**src/rtl/ssd_scan_multiplexer_if.sv**
```systemverilog
// Bus between core logic and the seven-segment scan driver.
// load is a one-cycle strobe with no ready: the driver samples the four input vectors on every cycle load is high.
interface ssd_scan_multiplexer_if #(
    parameter int NUM_DIGITS = 8,
    parameter int PWM_BITS   = 4
);
    localparam int IDX_W = (NUM_DIGITS > 1) ? $clog2(NUM_DIGITS) : 1;

    logic                    load;
    logic [4*NUM_DIGITS-1:0] digits_in;
    logic [NUM_DIGITS-1:0]   dp_in;
    logic [NUM_DIGITS-1:0]   enable_in;
    logic [NUM_DIGITS-1:0]   blink_in;
    logic [PWM_BITS-1:0]     brightness;
    logic [NUM_DIGITS-1:0]   an_out;
    logic [6:0]              seg_out;
    logic                    dp_out;
    logic [IDX_W-1:0]        digit_idx;
    logic                    frame_sync;

    modport master (
        output load, digits_in, dp_in, enable_in, blink_in, brightness,
        input  an_out, seg_out, dp_out, digit_idx, frame_sync
    );

    modport slave (
        input  load, digits_in, dp_in, enable_in, blink_in, brightness,
        output an_out, seg_out, dp_out, digit_idx, frame_sync
    );
endinterface

```
**src/rtl/ssd_scan_multiplexer.sv**
```systemverilog
// Time-multiplexed seven-segment driver: per-digit enable/dp/blink, PWM brightness,
// anti-ghost blanking and a double-buffered load that only takes effect at frame boundaries.
module ssd_scan_multiplexer #(
    parameter int NUM_DIGITS   = 8,
    parameter int SCAN_BITS    = 18,
    parameter int PWM_BITS     = 4,
    parameter int BLINK_BITS   = 26,
    parameter int BLANK_CYCLES = 4
) (
    input logic                  board_clk,
    input logic                  Reset,
    ssd_scan_multiplexer_if.slave bus
);
    localparam int IDX_W = (NUM_DIGITS > 1) ? $clog2(NUM_DIGITS) : 1;
    localparam int LOW_W = SCAN_BITS - PWM_BITS;

    typedef struct packed {
        logic [4*NUM_DIGITS-1:0] digits;
        logic [NUM_DIGITS-1:0]   dp;
        logic [NUM_DIGITS-1:0]   en;
        logic [NUM_DIGITS-1:0]   bl;
    } disp_buf_t;

    logic [SCAN_BITS-1:0]  prescaler;
    logic [IDX_W-1:0]      idx;
    logic [BLINK_BITS-1:0] blink_cnt;
    disp_buf_t             staging, active, in_buf;
    logic                  pending;
    logic                  slot_end, frame_tick;

    logic [3:0]            cur_nib;
    logic                  cur_en, cur_bl, cur_dp, visible;
    logic [PWM_BITS-1:0]   pw;
    logic [LOW_W-1:0]      sub;
    logic [NUM_DIGITS-1:0] an_nxt, an_q;
    logic [6:0]            seg_q;
    logic                  dp_q, fs_q;

    function automatic logic [6:0] hex7(input logic [3:0] v);
        case (v)
            4'h0: hex7 = 7'b0000001;  4'h1: hex7 = 7'b1001111;
            4'h2: hex7 = 7'b0010010;  4'h3: hex7 = 7'b0000110;
            4'h4: hex7 = 7'b1001100;  4'h5: hex7 = 7'b0100100;
            4'h6: hex7 = 7'b0100000;  4'h7: hex7 = 7'b0001111;
            4'h8: hex7 = 7'b0000000;  4'h9: hex7 = 7'b0000100;
            4'hA: hex7 = 7'b0001000;  4'hB: hex7 = 7'b1100000;
            4'hC: hex7 = 7'b0110001;  4'hD: hex7 = 7'b1000010;
            4'hE: hex7 = 7'b0110000;  default: hex7 = 7'b0111000;
        endcase
    endfunction

    assign in_buf     = '{digits: bus.digits_in, dp: bus.dp_in, en: bus.enable_in, bl: bus.blink_in};
    assign slot_end   = &prescaler;
    assign frame_tick = slot_end && (idx == IDX_W'(NUM_DIGITS - 1));

    always_ff @(posedge board_clk or posedge Reset) begin
        if (Reset) begin
            prescaler <= '0;
            idx       <= '0;
            blink_cnt <= '0;
        end else begin
            prescaler <= prescaler + 1'b1;
            blink_cnt <= blink_cnt + 1'b1;
            if (slot_end)
                idx <= frame_tick ? '0 : idx + 1'b1;
        end
    end

    // A load landing on the boundary cycle bypasses staging so it is not delayed a whole frame.
    always_ff @(posedge board_clk or posedge Reset) begin
        if (Reset) begin
            staging <= '0;
            active  <= '0;
            pending <= 1'b0;
        end else if (bus.load) begin
            staging <= in_buf;
            if (frame_tick) begin
                active  <= in_buf;
                pending <= 1'b0;
            end else begin
                pending <= 1'b1;
            end
        end else if (frame_tick && pending) begin
            active  <= staging;
            pending <= 1'b0;
        end
    end

    always_comb begin
        cur_nib = '0;
        cur_en  = 1'b0;
        cur_bl  = 1'b0;
        cur_dp  = 1'b0;
        for (int i = 0; i < NUM_DIGITS; i++) begin
            if (idx == IDX_W'(i)) begin
                cur_nib = active.digits[4*i +: 4];
                cur_en  = active.en[i];
                cur_bl  = active.bl[i];
                cur_dp  = active.dp[i];
            end
        end
    end

    // Blank window covers only the first PWM step so it never eats into higher duty steps.
    assign pw      = prescaler[SCAN_BITS-1 -: PWM_BITS];
    assign sub     = prescaler[LOW_W-1:0];
    assign visible = cur_en && !(cur_bl && blink_cnt[BLINK_BITS-1])
                     && ((sub >= LOW_W'(BLANK_CYCLES)) || (pw != '0))
                     && (pw <= bus.brightness);

    always_comb begin
        an_nxt = '1;
        for (int i = 0; i < NUM_DIGITS; i++)
            an_nxt[i] = ~(visible && (idx == IDX_W'(i)));
    end

    always_ff @(posedge board_clk or posedge Reset) begin
        if (Reset) begin
            an_q  <= '1;
            seg_q <= 7'h7F;
            dp_q  <= 1'b1;
            fs_q  <= 1'b0;
        end else begin
            an_q  <= an_nxt;
            seg_q <= visible ? hex7(cur_nib) : 7'h7F;
            dp_q  <= visible ? ~cur_dp : 1'b1;
            fs_q  <= frame_tick;
        end
    end

    assign bus.an_out     = an_q;
    assign bus.seg_out    = seg_q;
    assign bus.dp_out     = dp_q;
    assign bus.frame_sync = fs_q;
    assign bus.digit_idx  = idx;
endmodule

```
**src/flat_wrapper.sv**
```systemverilog
// flat-port wrapper written by rule: the top's interface ports become plain ports
module ssd_scan_multiplexer_flat 
#(
    parameter int NUM_DIGITS   = 8,
    parameter int SCAN_BITS    = 18,
    parameter int PWM_BITS     = 4,
    parameter int BLINK_BITS   = 26,
    parameter int BLANK_CYCLES = 4
)
  (board_clk, Reset, bus_load, bus_digits_in, bus_dp_in, bus_enable_in, bus_blink_in, bus_brightness, bus_an_out, bus_seg_out, bus_dp_out, bus_digit_idx, bus_frame_sync);
  ssd_scan_multiplexer_if #(.NUM_DIGITS(NUM_DIGITS), .PWM_BITS(PWM_BITS)) bus_i ();
  input logic board_clk;
  input logic Reset;
  input wire logic [$bits(bus_i.load)-1:0] bus_load;
  input wire logic [$bits(bus_i.digits_in)-1:0] bus_digits_in;
  input wire logic [$bits(bus_i.dp_in)-1:0] bus_dp_in;
  input wire logic [$bits(bus_i.enable_in)-1:0] bus_enable_in;
  input wire logic [$bits(bus_i.blink_in)-1:0] bus_blink_in;
  input wire logic [$bits(bus_i.brightness)-1:0] bus_brightness;
  output wire logic [$bits(bus_i.an_out)-1:0] bus_an_out;
  output wire logic [$bits(bus_i.seg_out)-1:0] bus_seg_out;
  output wire logic [$bits(bus_i.dp_out)-1:0] bus_dp_out;
  output wire logic [$bits(bus_i.digit_idx)-1:0] bus_digit_idx;
  output wire logic [$bits(bus_i.frame_sync)-1:0] bus_frame_sync;
  assign bus_i.load = bus_load;
  assign bus_i.digits_in = bus_digits_in;
  assign bus_i.dp_in = bus_dp_in;
  assign bus_i.enable_in = bus_enable_in;
  assign bus_i.blink_in = bus_blink_in;
  assign bus_i.brightness = bus_brightness;
  assign bus_an_out = bus_i.an_out;
  assign bus_seg_out = bus_i.seg_out;
  assign bus_dp_out = bus_i.dp_out;
  assign bus_digit_idx = bus_i.digit_idx;
  assign bus_frame_sync = bus_i.frame_sync;
  ssd_scan_multiplexer #(.NUM_DIGITS(NUM_DIGITS), .SCAN_BITS(SCAN_BITS), .PWM_BITS(PWM_BITS), .BLINK_BITS(BLINK_BITS), .BLANK_CYCLES(BLANK_CYCLES)) u_core (.board_clk(board_clk), .Reset(Reset), .bus(bus_i));
endmodule
```
**config.mk**
```make
export PLATFORM = sky130hd
export DESIGN_NAME = ssd_scan_multiplexer_flat
export DESIGN_NICKNAME = d
export VERILOG_FILES = /design/src/rtl/ssd_scan_multiplexer_if.sv /design/src/rtl/ssd_scan_multiplexer.sv /design/src/flat_wrapper.sv
export SDC_FILE = /design/constraint.sdc
export NUM_CORES = 1
export LEC_CHECK = 0
export ABC_AREA = 1
export CAP_MARGIN = 20
export CORE_MARGIN = 3
export CORE_UTILIZATION = 38
export DETAILED_ROUTE_END_ITERATION = 10
export HOLD_SLACK_MARGIN = 0.15
export REMOVE_ABC_BUFFERS = 1
export SYNTH_ARGS = -nofsm -noshare
export SYNTH_HDL_FRONTEND = slang
export SYNTH_SLANG_ARGS = --single-unit
```
**constraint.sdc**
```tcl
create_clock -name board_clk -period 6.1 [get_ports board_clk]
set_input_delay 0.915 -clock board_clk [delete_from_list [all_inputs] [get_ports board_clk]]
set_output_delay 0.915 -clock board_clk [all_outputs]
set_load 0.02 [all_outputs]
```
---- Word-level counts from Yosys, hierarchy flattened ----
Memory sizes are Yosys's and may differ from the RTL's.
Index checks and enable logic that the tools add are counted.
word-level totals
  input bits .............................. 63
  output and inout bits ................... 20
  flip-flop bits (word level) ............. 177
  memory bits (read-only) ................. 112
  memories ................................ 1
  word-level logic and storage cells ...... 101
cells by class
  magnitude comparators ................... 2
  muxes and demuxes ....................... 41
  equality and inequality tests ........... 8
  reductions and logical operators ........ 21
  $add $sub $neg .......................... 3
  bitwise operators ....................... 9
memory list
  memory            words  bits a word  rd ports  clocked after Yosys merged registers in  write ports  line                        source
  (name not given)  16     7            1         0                                        0            ssd_scan_multiplexer.sv:40  case (v)
operators by type and width
  operator                                              number
  two-way mux 56 bit                                    3
  two-way mux 4 bit                                     8
  two-way mux 1 bit                                     28
  adder 26 x 1 -> 26 bit, second input constant         1
  adder 18 x 1 -> 18 bit, second input constant         1
  AND reduction 18 bit                                  1
  >= comparator 14 x 3 -> 1 bit, second input constant  1
  logical AND 1 bit                                     14
  equality test 3 bit, second input constant            4
  NOT 1 bit                                             9
  two-way mux 7 bit                                     1
  equality test 3 x 2 -> 1 bit, second input constant   2
  <= comparator 4 bit                                   1
  nonzero test 4 bit                                    1
  adder 3 x 1 -> 3 bit, second input constant           1
  equality test 3 x 1 -> 1 bit, second input constant   1
  logical NOT 3 bit                                     1
  two-way mux 3 bit                                     1
  != test 2 x 1 -> 1 bit, second input constant         1
  AND reduction 2 bit                                   1
  nonzero test 2 bit                                    1
  logical NOT 1 bit                                     1
  logical OR 1 bit                                      1

---- Logic depth before layout (Yosys ltp) ----
  depth after elaboration ................. 16
  depth in mapped cells ................... 19
  depth with buffers taken out ............ 19

---- Worst setup path after synthesis ----
OpenSTA, ideal clock, no wires.
  path type ............................... register -> register
  start ................................... register u_core.idx[0] (netlist: u_core.bus.digit_idx[0])
  end ..................................... register u_core.seg_q[5] (netlist: u_core.bus.seg_out[5])
  period minus slack after synthesis ...... 2300 ps
  arrival ................................. 2223 ps
  path slack .............................. 3800 ps
  stages on the path, launching flop included .. 18
  path through ............................ dfrtp_1 inv_1 ha_1 nand2_1 buf_4 or2_2 nand3_1 nand2_1 nand2_1 nand2_1 nand2_1 nand2_1 nand2_1 ha_1 nand3_1 nor2_1 nor2_1 nand2_1
on the way
  longest elaborated chain between the ends .. 15
  elaborated cells between the ends (all ways) .. 39
  those cells by class .................... eq/ne: 7; mux: 25; reduce/logical: 6; memory: 1
RTL lines
  what                                                                          line                         source
  from (decl)                                                                   ssd_scan_multiplexer.sv:25   logic [IDX_W-1:0] idx;
  from (signal assigned)                                                        ssd_scan_multiplexer.sv:65   idx <= frame_tick ? '0 : idx + 1'b1;
  parallel branches: the longest is 14 deep, another holds memory (16 x 7 bit)  n/a
  two-way mux 7 bit (*)                                                         ssd_scan_multiplexer.sv:125  seg_q <= visible ? hex7(cur_nib) : 7'h7F;
  to (signal assigned)                                                          ssd_scan_multiplexer.sv:125
  to (decl)                                                                     ssd_scan_multiplexer.sv:36   logic [6:0] seg_q;
Mark *: on every way between the ends.
A chain may end at the register's enable or synchronous reset.

---- Worst setup path in the final report ----
  start ................................... register u_core.idx[0] (netlist: u_core.bus.digit_idx[0])
  end ..................................... register u_core.an_q[5] (netlist: u_core.bus.an_out[5])
on the way
  longest elaborated chain between the ends .. 16
  elaborated cells between the ends (all ways) .. 31
  those cells by class .................... eq/ne: 7; mux: 16; bitwise: 1; reduce/logical: 7
RTL lines
  what                            line                         source
  logical NOT 3 bit               ssd_scan_multiplexer.sv:95   if (idx == IDX_W'(i)) begin
  two-way mux 1 bit (8 in a row)  ssd_scan_multiplexer.sv:95
  logical AND 1 bit               ssd_scan_multiplexer.sv:107  assign visible = cur_en && !(cur_bl && blink_cnt[BLINK_BITS-1])
  logical NOT 1 bit               ssd_scan_multiplexer.sv:107
  logical AND 1 bit               ssd_scan_multiplexer.sv:107
  logical AND 1 bit               ssd_scan_multiplexer.sv:108  && ((sub >= LOW_W'(BLANK_CYCLES)) || (pw != '0))
  logical AND 1 bit               ssd_scan_multiplexer.sv:109  && (pw <= bus.brightness);
  logical AND 1 bit (*)           ssd_scan_multiplexer.sv:114  an_nxt[i] = ~(visible && (idx == IDX_W'(i)));
  NOT 1 bit (*)                   ssd_scan_multiplexer.sv:114
  net u_core.an_nxt[5]            ssd_scan_multiplexer.sv:35   logic [NUM_DIGITS-1:0] an_nxt, an_q;
  to (signal assigned)            ssd_scan_multiplexer.sv:124  an_q <= an_nxt;
  to (decl)                       ssd_scan_multiplexer.sv:35
The timed path passes the listed nets; every way through them passes the cells marked *.

==> metrics.md <==
| Metric | Value |
|---|---|
| Status | `finished, final reports clean` |
| Die Span Y | `about 150 um` |
| Hold WC Path Type | `flip-flop to flip-flop` |
| Post-Synth Simple-Gate Area | `0.242` |
| Power Density | `254 nW/um^2` |
| Worst Path Class, Setup | `flip-flop to flip-flop` |
| Max IR drop VDD | `193 uV` |
| Die width | `153 um` |
| Slew @ Worst Pin | `roughly 0.83 ns` |
| Routed WL per cell | `around 13 um` |
| Placed instance area | `9200 sq um` |
| Mux cell area share after synthesis | `0.00138` |
| Reg-to-reg slack, setup | `about 3.2 ns` |
| Critical Path AT | `3.19 ns` |
| Largest family of logic cells by synthesized area | `simple AND/OR/NAND/NOR gates` |
| H-tree depth | `4` |
| Share of cells above drive strength 1 | `0.0944` |
| Vias per cell | `4.53` |
| Total Die Area | `23300 sq um` |
| Period utilization | `0.469` |
| Synth Area in Adders | `0.0275` |
| Cell taking the most area after synthesis | `dfrtp_1` |
| Synth Area in Compound Gates | `0.0635` |
| Number of max-cap violations | `0` |
| Slew headroom | `0.444` |
| Clock Tree Root | `clkbuf_16` |
| Post-synth EDFFs | `0` |
| Gr busiest metal | `met2` |
| M1 GR Usage | `0.208` |
| # port buffers | `82` |
| GRT Residual Overflow | `0` |
| Fillers | `2077` |
| Fin area | `9810 sq um` |
| Vias in the first global route | `5882` |
| Vias | `5945` |
| Setup Skew | `0.00888 ns` |
| Most frequent cells in the layout | `nand2_1, dfrtp_1, inv_1` |
| Area of the multi-input gates | `3080 sq um` |
| Yosys cell types | `40` |
| Nets@finish | `1106` |
| Initial antenna violation count | `0` |
| Synthesized area | `between 8000 and 9000 sq um` |
| Setup Viol. Count Final | `0` |
| Antenna diodes | `0` |
| Wirelength, routed | `16700 um` |
| I/O pin count | `83` |
| PostCTS Resize Cnt | `0` |
| Fmax | `0.349 GHz` |
| Largest net degree at the start of global routing | `69` |
| Cts hold-fix bufs | `0` |
| Num CTS Buffers | `17` |
| TritonCTS clock tree | `done` |
| Synth Warn # | `0` |
| Crit end category | `flip-flop` |
| Placer congestion estimate | `0.865` |
| Skew-Pair Late Insertion Delay | `0.43 ns` |
| Post-synthesis xor/xnor area fraction | `0.0407` |
| Setup_tns | `0 ns` |
| Top FF cell, synth | `dfrtp_1` |
| Post-synthesis cell count | `between 900 and 1000` |
| First-pass GRT wire length | `28500 um` |
| CTS Buffer Depth | `2` |
| Top cells by area, synth | `dfrtp_1, nand2_1, inv_1` |
| Initial DRC count | `~360` |
| RSZ-0062 raised after global routing | `no` |
| Avg Cell Area, Syn | `8.61 sq um` |
| Register area share after synthesis | `0.544` |
| Synth async-reset ratio | `1.00` |
| Most common cell after layout, fill and taps aside | `nand2_1` |
| Overall Global Routing Usage | `0.149` |
| Synth-to-layout area growth | `20.0%` |
| FF+latch count, synth | `177` |
| Crit path required time | `6.43 ns` |
| Grt met2 use | `0.233` |
| Endpoints failing hold | `0` |
| FF+latch area | `4450 sq um` |
| Clk pin slew, worst setup/hold paths | `about 0.070 ns` |
| CP Launch Type | `flip-flop` |
| Share of the synthesized area in the top cell type | `0.493` |
| Grt met3 use | `0.0327` |
| LEAKAGE | `4.87 nW` |
| Drt first pass iters | `5` |
| Setup Fix Bufs, Post-CTS | `0` |
| CTS Sinks | `177` |
| Drt drc | `0` |
| Max Fanout on Critical Path | `12` |
| Hpwl dp | `11600 um` |
| Starting Density | `0.388` |
| Slew Viols, Final | `0` |
| Core area | `~21000 sq um` |
| Hold WS | `0.449 ns` |
| Routed Antenna Nets | `0` |
| FP Rows | `53` |
| Tmin final | `between 2 and 3 ns` |
[layout make-up]
class,instances,share of cell area
Sequential cell,177,0.454
Multi-Input combinational cell,618,0.313
Timing Repair Buffer,88,0.0877
Inverter,123,0.0476
Clock buffer,17,0.0434
Tap cell,275,0.0351
Clock inverter,15,0.0193
[routing by layer]
metal | up-vias | wire (um) | share of wire
met5 | - | 0 | 0
met4 | 0 | 278 | 0.017
met3 | 19 | 638 | 0.038
met2 | 87 | 7700 | 0.46
met1 | 2764 | 8100 | 0.48
li1 | 3075 | - | -
[stage by stage]
stage	utilization	power [mW]	setup WS, ns	std cells
final	0.465	2.49	3.24	1313
after global routing	0.465	2.59	2.89	1313
after CTS	0.465	2.52	3.21	1313
after detailed placement	0.436	1.38	2.86	1281
after global placement	0.436	1.38	2.88	1281
after floorplan	-	1.31	0.410	918
[cells by family after synthesis]
logic type	after synthesis
xor+xnor	38
mux	1
fa+ha+maj	18
simple gates	482
buf+inv	155
flops	177
compound gates	79
[worst paths after layout]
check | from | end | cells past startpoint
worst min-delay path | u_core.blink_cnt[0] | u_core.blink_cnt[0] | 1
worst max register to register | u_core.bus.digit_idx[0] | u_core.bus.an_out[5] | 15
worst max-delay path | u_core.bus.digit_idx[0] | u_core.bus.an_out[5] | 15
worst min register to register | u_core.blink_cnt[0] | u_core.blink_cnt[0] | 1
min in group asynchronous | Reset | u_core.prescaler[2] | 2
max in group asynchronous | Reset | u_core.blink_cnt[17] | 3
[sequential cells by signal, indices dropped and copies added, names as in the netlist]
name                   flops
u_core.active             56
u_core.blink_cnt          26
u_core.bus.an_out          8
u_core.bus.digit_idx       3
u_core.bus.dp_out          1
u_core.bus.frame_sync      1
u_core.bus.seg_out         7
u_core.pending             1
u_core.prescaler          18
u_core.staging            56
[cell usage after synthesis (2+ instances only)]
library cell  number
nand3_1           45
dfstp_2           16
o21bai_1           2
buf_4              2
o21ai_1           31
nand2_1          351
o21ai_0            6
buf_1              3
a21oi_1            6
o211ai_1           2
nor3_1            12
nor2_2             2
clkbuf_1          15
nor4_1             4
buf_6              9
xor2_1            25
nor2_1            45
nand4_1           11
xnor2_1           13
or2_2              5
ha_1              18
dfrtp_1          161
buf_2              3
inv_1            121
o21ai_2           27
[power breakdown]
part | leakage, nW | switching [mW] | internal, mW | total [mW]
Clock | 0.296 | 0.511 | 0.624 | 1.14
Combinational | 2.29 | 0.0821 | 0.0564 | 0.139
Sequential | 2.28 | 0.00844 | 1.21 | 1.21
[critical path, cell delays in order, from the launching register on]
cell      delay [ns]
dfrtp_1         0.44
inv_1           0.15
ha_1            0.20
inv_1           0.05
nor2_1          0.42
nand3_1         0.16
nand3_1         0.12
o211ai_1        0.12
nand2_1         0.09
nand2_1         0.05
nand2_1         0.05
nand2_1         0.09
nand2_1         0.09
nand2_1         0.12
inv_1           0.42
nand2_1         0.18
(Power assumes the default switching activity.)
